## config.mk

```make
export PLATFORM = sky130hd
export DESIGN_NAME = reg_write_sequencer_flat
export DESIGN_NICKNAME = d
export VERILOG_FILES = /design/src/rtl/reg_write_sequencer_pkg.sv /design/src/rtl/reg_write_sequencer_if.sv /design/src/rtl/reg_write_dst_decode.sv /design/src/rtl/reg_write_sequencer.sv /design/src/flat_wrapper.sv
export SDC_FILE = /design/constraint.sdc
export NUM_CORES = 1
export LEC_CHECK = 0
export ABC_CLOCK_PERIOD_IN_PS = 3900
export CAP_MARGIN = 15
export CORE_ASPECT_RATIO = 0.6
export CORE_MARGIN = 5
export CORE_UTILIZATION = 46
export CTS_CLUSTER_SIZE = 8
export DETAILED_ROUTE_END_ITERATION = 8
export PLACE_DENSITY = 0.86
export SYNTH_ARGS = -nofsm -noshare
export SYNTH_HDL_FRONTEND = slang
export SYNTH_SLANG_ARGS = --single-unit
```

## constraint.sdc

```tcl
create_clock -name clk -period 3.9 [get_ports clk]
set_input_delay 1.17 -clock clk [delete_from_list [all_inputs] [get_ports clk]]
set_output_delay 1.17 -clock clk [all_outputs]
set_load 0.005 [all_outputs]
```

## src/rtl/reg_write_sequencer_pkg.sv

```systemverilog
// Shared definitions for the register-file write sequencer: destination mode
// encodings, fixed register numbers and the sequencer state type.
package reg_write_pkg;

  localparam logic [2:0] MODE_RT  = 3'b000;
  localparam logic [2:0] MODE_RD  = 3'b001;
  localparam logic [2:0] MODE_RS  = 3'b010;
  localparam logic [2:0] MODE_RA  = 3'b011;
  localparam logic [2:0] MODE_SP  = 3'b100;
  localparam logic [2:0] MODE_DBG = 3'b111;

  localparam logic [4:0] REG_RA = 5'd31;
  localparam logic [4:0] REG_SP = 5'd29;

  typedef enum logic [1:0] {
    S_IDLE,
    S_PRIM,
    S_SP2,
    S_DBG
  } state_t;

endpackage

```

## src/rtl/reg_write_sequencer_if.sv

```systemverilog
// Bus bundle for reg_write_sequencer: primary and debug request channels,
// error control, and the registered register-file write port.
// Optional forwarding signals are present when REG_WRITE_SEQ_FWD_EN is defined.
interface reg_write_sequencer_if #(
  parameter int DATA_W = 32
) ();

  logic              prim_valid;
  logic              prim_ready;
  logic [2:0]        prim_mode;
  logic [4:0]        prim_rt;
  logic [4:0]        prim_rd;
  logic [4:0]        prim_rs;
  logic [DATA_W-1:0] prim_data;
  logic              prim_dual;
  logic [DATA_W-1:0] prim_sp_data;

  logic              dbg_valid;
  logic              dbg_ready;
  logic [4:0]        dbg_addr;
  logic [DATA_W-1:0] dbg_data;

  logic              err_clr;

  logic              rf_we;
  logic [4:0]        rf_waddr;
  logic [DATA_W-1:0] rf_wdata;
  logic [2:0]        wr_sel;
  logic              busy;
  logic              err_illegal;

`ifdef REG_WRITE_SEQ_FWD_EN
  logic [4:0]        fwd_raddr;
  logic              fwd_hit;
  logic [DATA_W-1:0] fwd_data;
`endif

  // Requester / environment side
  modport master (
    output prim_valid, prim_mode, prim_rt, prim_rd, prim_rs, prim_data,
           prim_dual, prim_sp_data, dbg_valid, dbg_addr, dbg_data, err_clr,
`ifdef REG_WRITE_SEQ_FWD_EN
           fwd_raddr,
    input  fwd_hit, fwd_data,
`endif
    input  prim_ready, dbg_ready, rf_we, rf_waddr, rf_wdata, wr_sel, busy,
           err_illegal
  );

  // Sequencer side
  modport slave (
    input  prim_valid, prim_mode, prim_rt, prim_rd, prim_rs, prim_data,
           prim_dual, prim_sp_data, dbg_valid, dbg_addr, dbg_data, err_clr,
`ifdef REG_WRITE_SEQ_FWD_EN
           fwd_raddr,
    output fwd_hit, fwd_data,
`endif
    output prim_ready, dbg_ready, rf_we, rf_waddr, rf_wdata, wr_sel, busy,
           err_illegal
  );

endinterface

```

## src/rtl/reg_write_dst_decode.sv

```systemverilog
// Destination decode: maps a primary write mode and the instruction register
// fields to a 5-bit register address, flagging the unused mode encodings.
module reg_write_dst_decode
  import reg_write_pkg::*;
(
  input  logic [2:0] mode,
  input  logic [4:0] rt,
  input  logic [4:0] rd,
  input  logic [4:0] rs,
  output logic [4:0] addr,
  output logic       illegal
);

  // Pure mode-to-address mapping; illegal modes yield address 0
  always_comb begin
    addr    = '0;
    illegal = 1'b0;
    case (mode)
      MODE_RT: addr = rt;
      MODE_RD: addr = rd;
      MODE_RS: addr = rs;
      MODE_RA: addr = REG_RA;
      MODE_SP: addr = REG_SP;
      default: illegal = 1'b1;
    endcase
  end

endmodule

```

## src/rtl/reg_write_sequencer.sv

```systemverilog
// Register-file write port owner for the multicycle MIPS datapath.
// Arbitrates the primary writeback channel against a debug/host channel with
// a starvation limit on debug, and splits dual writes (destination plus $29)
// into two back-to-back port writes. All port outputs are registered.
// Optional feature macro: REG_WRITE_SEQ_FWD_EN adds a write-port forwarding
// lookup (fwd_raddr / fwd_hit / fwd_data).
module reg_write_sequencer
  import reg_write_pkg::*;
#(
  parameter int STARVE_LIMIT = 4,
  parameter int DATA_W       = 32
) (
  input  logic                 clk,
  input  logic                 reset,
  reg_write_sequencer_if.slave bus
);

  localparam logic [3:0] LIMIT = 4'(STARVE_LIMIT);

  state_t            state, state_nxt;
  logic              lat_dual, dual_nxt;
  logic              lat_illegal, ill_nxt;
  logic [DATA_W-1:0] lat_sp_data, sp_nxt;
  logic [3:0]        cnt, cnt_nxt;

  logic              we_q, we_nxt;
  logic [4:0]        waddr_q, waddr_nxt;
  logic [DATA_W-1:0] wdata_q, wdata_nxt;
  logic [2:0]        sel_q, sel_nxt;
  logic              busy_q, busy_nxt;
  logic              err_q, err_nxt;

  logic              accept_cap;
  logic              prim_grant;
  logic              dbg_grant;
  logic [4:0]        dec_addr;
  logic              dec_illegal;

  reg_write_dst_decode u_dst_decode (
    .mode    (bus.prim_mode),
    .rt      (bus.prim_rt),
    .rd      (bus.prim_rd),
    .rs      (bus.prim_rs),
    .addr    (dec_addr),
    .illegal (dec_illegal)
  );

  // Arbitration: only the second half of a dual op blocks new requests
  always_comb begin
    accept_cap = !(state == S_PRIM && lat_dual);
    prim_grant = accept_cap && bus.prim_valid &&
                 !(bus.dbg_valid && cnt == LIMIT);
    dbg_grant  = accept_cap && !prim_grant && bus.dbg_valid;
  end

  assign bus.prim_ready  = prim_grant;
  assign bus.dbg_ready   = dbg_grant;
  assign bus.rf_we       = we_q;
  assign bus.rf_waddr    = waddr_q;
  assign bus.rf_wdata    = wdata_q;
  assign bus.wr_sel      = sel_q;
  assign bus.busy        = busy_q;
  assign bus.err_illegal = err_q;

  // Next state and next registered outputs; write fields are computed here so
  // the port reflects an accepted request in the very next cycle
  always_comb begin
    state_nxt = S_IDLE;
    we_nxt    = 1'b0;
    waddr_nxt = waddr_q;
    wdata_nxt = wdata_q;
    sel_nxt   = sel_q;
    busy_nxt  = 1'b0;
    dual_nxt  = 1'b0;
    ill_nxt   = 1'b0;
    sp_nxt    = lat_sp_data;

    if (!accept_cap) begin
      state_nxt = S_SP2;
      we_nxt    = 1'b1;
      waddr_nxt = REG_SP;
      wdata_nxt = lat_sp_data;
      sel_nxt   = MODE_SP;
    end else if (prim_grant) begin
      state_nxt = S_PRIM;
      we_nxt    = !dec_illegal && (dec_addr != 5'd0);
      waddr_nxt = dec_addr;
      wdata_nxt = bus.prim_data;
      sel_nxt   = bus.prim_mode;
      dual_nxt  = bus.prim_dual && !dec_illegal;
      busy_nxt  = bus.prim_dual && !dec_illegal;
      ill_nxt   = dec_illegal;
      sp_nxt    = bus.prim_sp_data;
    end else if (dbg_grant) begin
      state_nxt = S_DBG;
      we_nxt    = (bus.dbg_addr != 5'd0);
      waddr_nxt = bus.dbg_addr;
      wdata_nxt = bus.dbg_data;
      sel_nxt   = MODE_DBG;
    end

    // Error flag is raised one edge after the illegal request is accepted;
    // a coincident set overrides the clear
    err_nxt = err_q;
    if (bus.err_clr)
      err_nxt = 1'b0;
    if (state == S_PRIM && lat_illegal)
      err_nxt = 1'b1;

    cnt_nxt = cnt;
    if (!bus.dbg_valid || dbg_grant)
      cnt_nxt = '0;
    else if (prim_grant && cnt < LIMIT)
      cnt_nxt = cnt + 4'd1;
  end

  // State register and registered outputs; reset drops any pending $29 write
  always_ff @(posedge clk or negedge reset) begin
    if (!reset) begin
      state       <= S_IDLE;
      lat_dual    <= 1'b0;
      lat_illegal <= 1'b0;
      lat_sp_data <= '0;
      cnt         <= '0;
      we_q        <= 1'b0;
      waddr_q     <= '0;
      wdata_q     <= '0;
      sel_q       <= '0;
      busy_q      <= 1'b0;
      err_q       <= 1'b0;
    end else begin
      state       <= state_nxt;
      lat_dual    <= dual_nxt;
      lat_illegal <= ill_nxt;
      lat_sp_data <= sp_nxt;
      cnt         <= cnt_nxt;
      we_q        <= we_nxt;
      waddr_q     <= waddr_nxt;
      wdata_q     <= wdata_nxt;
      sel_q       <= sel_nxt;
      busy_q      <= busy_nxt;
      err_q       <= err_nxt;
    end
  end

`ifdef REG_WRITE_SEQ_FWD_EN
  // Forwarding lookup against the write currently presented on the port
  always_comb begin
    bus.fwd_hit  = we_q && (waddr_q == bus.fwd_raddr) && (bus.fwd_raddr != 5'd0);
    bus.fwd_data = bus.fwd_hit ? wdata_q : '0;
  end
`endif

endmodule

```

## src/flat_wrapper.sv

```systemverilog
// flat-port wrapper written by rule: the top's interface ports become plain ports
module reg_write_sequencer_flat import reg_write_pkg::*;
#(
  parameter int STARVE_LIMIT = 4,
  parameter int DATA_W       = 32
)
  (clk, reset, bus_prim_valid, bus_prim_mode, bus_prim_rt, bus_prim_rd, bus_prim_rs, bus_prim_data, bus_prim_dual, bus_prim_sp_data, bus_dbg_valid, bus_dbg_addr, bus_dbg_data, bus_err_clr, bus_prim_ready, bus_dbg_ready, bus_rf_we, bus_rf_waddr, bus_rf_wdata, bus_wr_sel, bus_busy, bus_err_illegal);
  reg_write_sequencer_if #(.DATA_W(DATA_W)) bus_i ();
  input  logic clk;
  input  logic reset;
  input wire logic [$bits(bus_i.prim_valid)-1:0] bus_prim_valid;
  input wire logic [$bits(bus_i.prim_mode)-1:0] bus_prim_mode;
  input wire logic [$bits(bus_i.prim_rt)-1:0] bus_prim_rt;
  input wire logic [$bits(bus_i.prim_rd)-1:0] bus_prim_rd;
  input wire logic [$bits(bus_i.prim_rs)-1:0] bus_prim_rs;
  input wire logic [$bits(bus_i.prim_data)-1:0] bus_prim_data;
  input wire logic [$bits(bus_i.prim_dual)-1:0] bus_prim_dual;
  input wire logic [$bits(bus_i.prim_sp_data)-1:0] bus_prim_sp_data;
  input wire logic [$bits(bus_i.dbg_valid)-1:0] bus_dbg_valid;
  input wire logic [$bits(bus_i.dbg_addr)-1:0] bus_dbg_addr;
  input wire logic [$bits(bus_i.dbg_data)-1:0] bus_dbg_data;
  input wire logic [$bits(bus_i.err_clr)-1:0] bus_err_clr;
  output wire logic [$bits(bus_i.prim_ready)-1:0] bus_prim_ready;
  output wire logic [$bits(bus_i.dbg_ready)-1:0] bus_dbg_ready;
  output wire logic [$bits(bus_i.rf_we)-1:0] bus_rf_we;
  output wire logic [$bits(bus_i.rf_waddr)-1:0] bus_rf_waddr;
  output wire logic [$bits(bus_i.rf_wdata)-1:0] bus_rf_wdata;
  output wire logic [$bits(bus_i.wr_sel)-1:0] bus_wr_sel;
  output wire logic [$bits(bus_i.busy)-1:0] bus_busy;
  output wire logic [$bits(bus_i.err_illegal)-1:0] bus_err_illegal;
  assign bus_i.prim_valid = bus_prim_valid;
  assign bus_i.prim_mode = bus_prim_mode;
  assign bus_i.prim_rt = bus_prim_rt;
  assign bus_i.prim_rd = bus_prim_rd;
  assign bus_i.prim_rs = bus_prim_rs;
  assign bus_i.prim_data = bus_prim_data;
  assign bus_i.prim_dual = bus_prim_dual;
  assign bus_i.prim_sp_data = bus_prim_sp_data;
  assign bus_i.dbg_valid = bus_dbg_valid;
  assign bus_i.dbg_addr = bus_dbg_addr;
  assign bus_i.dbg_data = bus_dbg_data;
  assign bus_i.err_clr = bus_err_clr;
  assign bus_prim_ready = bus_i.prim_ready;
  assign bus_dbg_ready = bus_i.dbg_ready;
  assign bus_rf_we = bus_i.rf_we;
  assign bus_rf_waddr = bus_i.rf_waddr;
  assign bus_rf_wdata = bus_i.rf_wdata;
  assign bus_wr_sel = bus_i.wr_sel;
  assign bus_busy = bus_i.busy;
  assign bus_err_illegal = bus_i.err_illegal;
  reg_write_sequencer #(.STARVE_LIMIT(STARVE_LIMIT), .DATA_W(DATA_W)) u_core (.clk(clk), .reset(reset), .bus(bus_i));
endmodule
```

Word level (Yosys, flattened, before mapping)
Index checks and enable logic that the tools add are counted.
- add/subtract/negate cells: 1
- multiply operators: 0
- divide/modulo/power cells: 0
- order comparisons: 1
- equal/unequal tests: 6
- shifts and indexed selects: 0
- multiplexer cells: 25
- bitwise operators: 1
- reductions and logical operators: 23
- operators by type and width (operator ; number):
    $mux 32 ; 3
    $pmux 5 s5 ; 1
    $mux 5 ; 3
    $logic_and 1x1->1 ; 10
    $mux 1 ; 10
    $reduce_bool 5->1 ; 2
    $mux 3 ; 3
    $mux 4 ; 2
    $eq 3x2->1 const B ; 2
    $mux 2 ; 3
    $reduce_or 5->1 ; 1
    $add 4x1->4 const B ; 1
    $eq 4x3->1 const B ; 1
    $logic_not 1->1 ; 4
    $lt 4x3->1 const B ; 1
    $reduce_bool 2->1 ; 2
    $eq 3x1->1 const B ; 1
    $eq 3x3->1 const B ; 1
    $logic_not 3->1 ; 1
    $reduce_bool 3->1 ; 1
    $eq 2x1->1 const B ; 1
    $reduce_and 2->1 ; 1
    $logic_or 1x1->1 ; 1
    $not 1->1 ; 1
- register bits: 82
- bits in latches: 0
- RAM bits: 0
- memory bits (read-only): 0
- input bits: 125
- word-level logic and storage cells: 67
- memories: 0

Depth between registers and ports, before layout
- depth in word-level cells: 11
- mapped depth: 9
- gate-level depth less buffers: 7

Modules after synthesis
From an unflattened synthesis, not the netlist that was laid out.
- cells, all modules: 408
- area total of the unflattened synthesis: 4262.8 um^2
- modules (own cells, without submodules) (module ; instances ; cells each ; area each (um^2)):
    reg_write_sequencer ; 1 ; 383 ; 4110.2
    reg_write_dst_decode ; 1 ; 25 ; 152.6

Least setup slack after synthesis
Ideal clock, no wire load.
- kind: input to output
- start: input port bus_dbg_valid
- end: output port bus_prim_ready
- arrival: 2045 ps
- required time: 2730 ps
- slack: 685 ps
- stages on the path: 5
- buffers on the path: 2
- cells stage by stage: buf_6 -> and4b_4 -> or3_4 -> buf_6 -> inv_1
- longest elaborated chain between the ends: 3
- ends and longest elaborated chain (what ; line ; RTL):
    start, declared ; flat_wrapper.sv:19 ; input wire logic [$bits(bus_i.dbg_valid)-1:0] bus_dbg_valid;
    $logic_and 1x1->1 ; reg_write_sequencer.sv:52 ; !(bus.dbg_valid && cnt == LIMIT);
    $logic_not 1->1 ; reg_write_sequencer.sv:52 ;
    $logic_and 1x1->1 ; reg_write_sequencer.sv:51 ; prim_grant = accept_cap && bus.prim_valid &&
    end, declared ; flat_wrapper.sv:23 ; output wire logic [$bits(bus_i.prim_ready)-1:0] bus_prim_ready;
No other way between the ends.

Final worst setup path
Same ends and word-level chain as after synthesis.

==> impl_metrics.ini <==
[status]
outcome = completed

[sta]
timing.slew.headroom = 0.324
finalSetupViolations = 0
fin_ws_ps = 243
grt_setup_unrepaired = no
drv_slew = 0
tightest_slew_ps = 1010
fin_crit_sh = 0.938
fin_hold_ws_ps = 479
hold_viol = 0
tns_ps = 0
fmax_ghz = 0.273
period_needed_ps = 3660
skew_ps = 6.35

[logic_synthesis]
synth_area_leader_cell = dfrtp_1
synth-seq-cells = 82
syn_area_um2 = 3980
syn_area_per_cell_um2 = 10.8
synth_top_cell_area_share = 0.516
synthCells = 367
synth_area_leaders = dfrtp_1 52%, mux2_4 10%, o21ai_0 5.0%
ys_types = 38
ys_seq_area_frac = 0.516
yosys_warnings = 0
synth_nets = 494

[clock_tree]
cts_tree = done
cts_sinks = 82
cts.hold.buffers_added = 0
cts-htree-levels = 3
ctsLongestPathBuffers = 2
clkTransAtPathRegs_ps = 60
cts_made_buffers = 9
cts_root_buf = clkbuf_16
clk_latency_ps = 320

[layout]
drive_gt1_frac = 0.132
nNetsFinal = 653
utilization = 0.710
antenna_cells = 0
syn2layout_area_growth_pct = 51.0

[routing]
viasPerCell = 5.61
num_vias = 3606
first_pass_iters = 4
drt_iter0_markers = 197
drcViolationCount = 0
finalWirelength_um = 12000
ant_nets = 0
wl_per_cell_um = 18.7

[setup_path]
crit_path_cell_trace = clkdlybuf4s50_1 > and4b_4 > or3_4 > inv_1 > dlygate4sd2_1
end_kind = primary output
start_kind = primary input
cp_data_arrival_time_ps = 2490
crit_slowest_cell = clkdlybuf4s50_1
reg2reg_slack_ps = 1750
rr_startpoint = u_core.cnt[0]$_DFFE_PN0P_
timing.rr.end = u_core.lat_sp_data[8]$_DFFE_PN0P_
worstSetupPathType = in2out
cp.required_ps = 2730
crit_fanout = 4
critPathCapture = bus_prim_ready
reg2regPathDepth = 6
critPathLaunch = bus_dbg_valid
max_stage_delay_ps = 430

[placement]
hpwlAfterDp_um = 8610
place_congestion = 0.824
place_ws_ps = -18.3
portBuffers = 169

[floorplanning]
io-pin-count = 170
die_h_um = 82.0
initial_core_util = 0.470
dieWidth_um = 130
core_area_um2 = 8460
die-area_um2 = 10700
num_rows = 26

[pwr]
p_sw_frac = 0.244
p_per_area_nw_per_um2 = 392
switchingPower_mw = 0.574
p_seq_frac = 0.427
vdd_ir_drop_max_uv = 251
leakagePower_nw = 2.46
intPower_mw = 1.78
p_clk_frac = 0.357
combPwrFrac = 0.216

[worst_hold_path]
hold_path.class = reg2reg
hold_depth = 2

[global_route]
grt_pass1_vias = 3684
antenna_found_initial = 0
track_usage = 0.226
grt_max_degree = 83
grt_pass1_wl_um = 18700
grt-ovfl-total = 0

[job]
drv_cap = 0
==> worst min path at each step <==
stage                                                   from                                  to  slack (ps)
after global placement          u_core.lat_illegal$_DFF_PN0_  u_core.bus.err_illegal$_DFFE_PN0P_         440
after floorplan                 u_core.lat_illegal$_DFF_PN0_  u_core.bus.err_illegal$_DFFE_PN0P_         430
after detailed placement        u_core.lat_illegal$_DFF_PN0_  u_core.bus.err_illegal$_DFFE_PN0P_         470
final                           u_core.lat_illegal$_DFF_PN0_  u_core.bus.err_illegal$_DFFE_PN0P_         480
after CTS                       u_core.lat_illegal$_DFF_PN0_  u_core.bus.err_illegal$_DFFE_PN0P_         480
after global routing      u_core.lat_sp_data[31]$_DFFE_PN0P_  u_core.lat_sp_data[31]$_DFFE_PN0P_         520
==> stage by stage <==
stage               power, mW  cell area, um2  instances
floorplan                1.22            3980        367
global placement         1.51            5700        627
detailed placement       1.53            5700        627
CTS                      2.38            6000        643
global route             2.47            6010        643
finish                   2.36            6010        643
==> synth_stat cells (all sizes together) <==
cell type	count
a31o	1
clkbuf	22
mux2	33
o211ai	2
a211oi	2
and4b	1
o21a	4
o22ai	32
a31oi	3
or4	1
nor2	22
inv	7
nor3b	2
mux2i	1
nand2	7
nor3	4
o21ai	41
ha	2
o32ai	3
nor4	1
nand2b	2
a32oi	1
and3	1
buf	11
or3	33
a21oi	39
o22a	1
nand3	1
and2b	1
o221ai	2
and3b	2
dfrtp	82
==> what timing repair did <==
action                     4_1_cts  5_1_grt
setup buffers                    0        0
gates resized for setup          1        1
setup endpoints to repair        1        1
==> layout by cell type (no fill, tap or decap), types with 3 or more instances in the layout <==
cell	instances
a21oi_1	39
a31oi_1	3
buf_4	13
clkbuf_16	9
clkdlybuf4s50_1	166
clkinvlp_4	3
dfrtp_1	82
inv_1	6
mux2_2	6
mux2_4	27
nand2_1	6
nor2_1	21
nor3_1	4
o21a_1	4
o21ai_0	40
o22ai_1	32
o32ai_1	3
or3_1	32
==> layout make-up <==
type / count / area [um2]
Timing Repair Buffer: 181 / 1780
Inverter: 7 / 26.3
Sequential cell: 82 / 2050
Fill cell: 622 / 2450
Multi-Input combinational cell: 245 / 1700
Tap cell: 112 / 140
Clock inverter: 6 / 66.3
Clock buffer: 10 / 239
==> routing by layer <==
layer / share of wire / GRT usage
met5: 0 / 0
met4: 0.012 / 0.0602
met3: 0.11 / 0.0981
met2: 0.45 / 0.359
met1: 0.43 / 0.286
==> flip-flops by register name (all words and copies together), names as in the netlist <==
register,count
u_core.lat_illegal,1
u_core.bus.rf_waddr,5
u_core.lat_sp_data,32
u_core.state,2
u_core.bus.wr_sel,3
u_core.cnt,4
u_core.bus.err_illegal,1
u_core.lat_dual,1
u_core.bus.rf_we,1
u_core.bus.rf_wdata,32
==> kinds of logic (layout without fill, tap and decap cells) <==
group | Yosys count | after routing | synth area share
buffers and inverters | 40 | 204 | 0.0573
multiplexers | 34 | 34 | 0.121
AO/OA/AOI/OAI | 131 | 131 | 0.188
adder cells (fa/ha/maj) | 2 | 2 | 0.00629
AND/OR/NAND/NOR | 78 | 78 | 0.110
flip-flops | 82 | 82 | 0.516
==> power groups by stage <==
stage	Sequential [mW]	Combinational, mW	Clock, mW
finish	1.01	0.508	0.841
global route	1.02	0.548	0.901
CTS	1.01	0.512	0.862
detailed placement	1.02	0.509	0
global placement	1.01	0.495	0
floorplan	1.01	0.210	0
==> critical path: cells and delay by family <==
kind	cells	cell delay, ps
buffers and inverters	3	760
AND/OR/NAND/NOR	2	570
(Power assumes the default switching activity.)
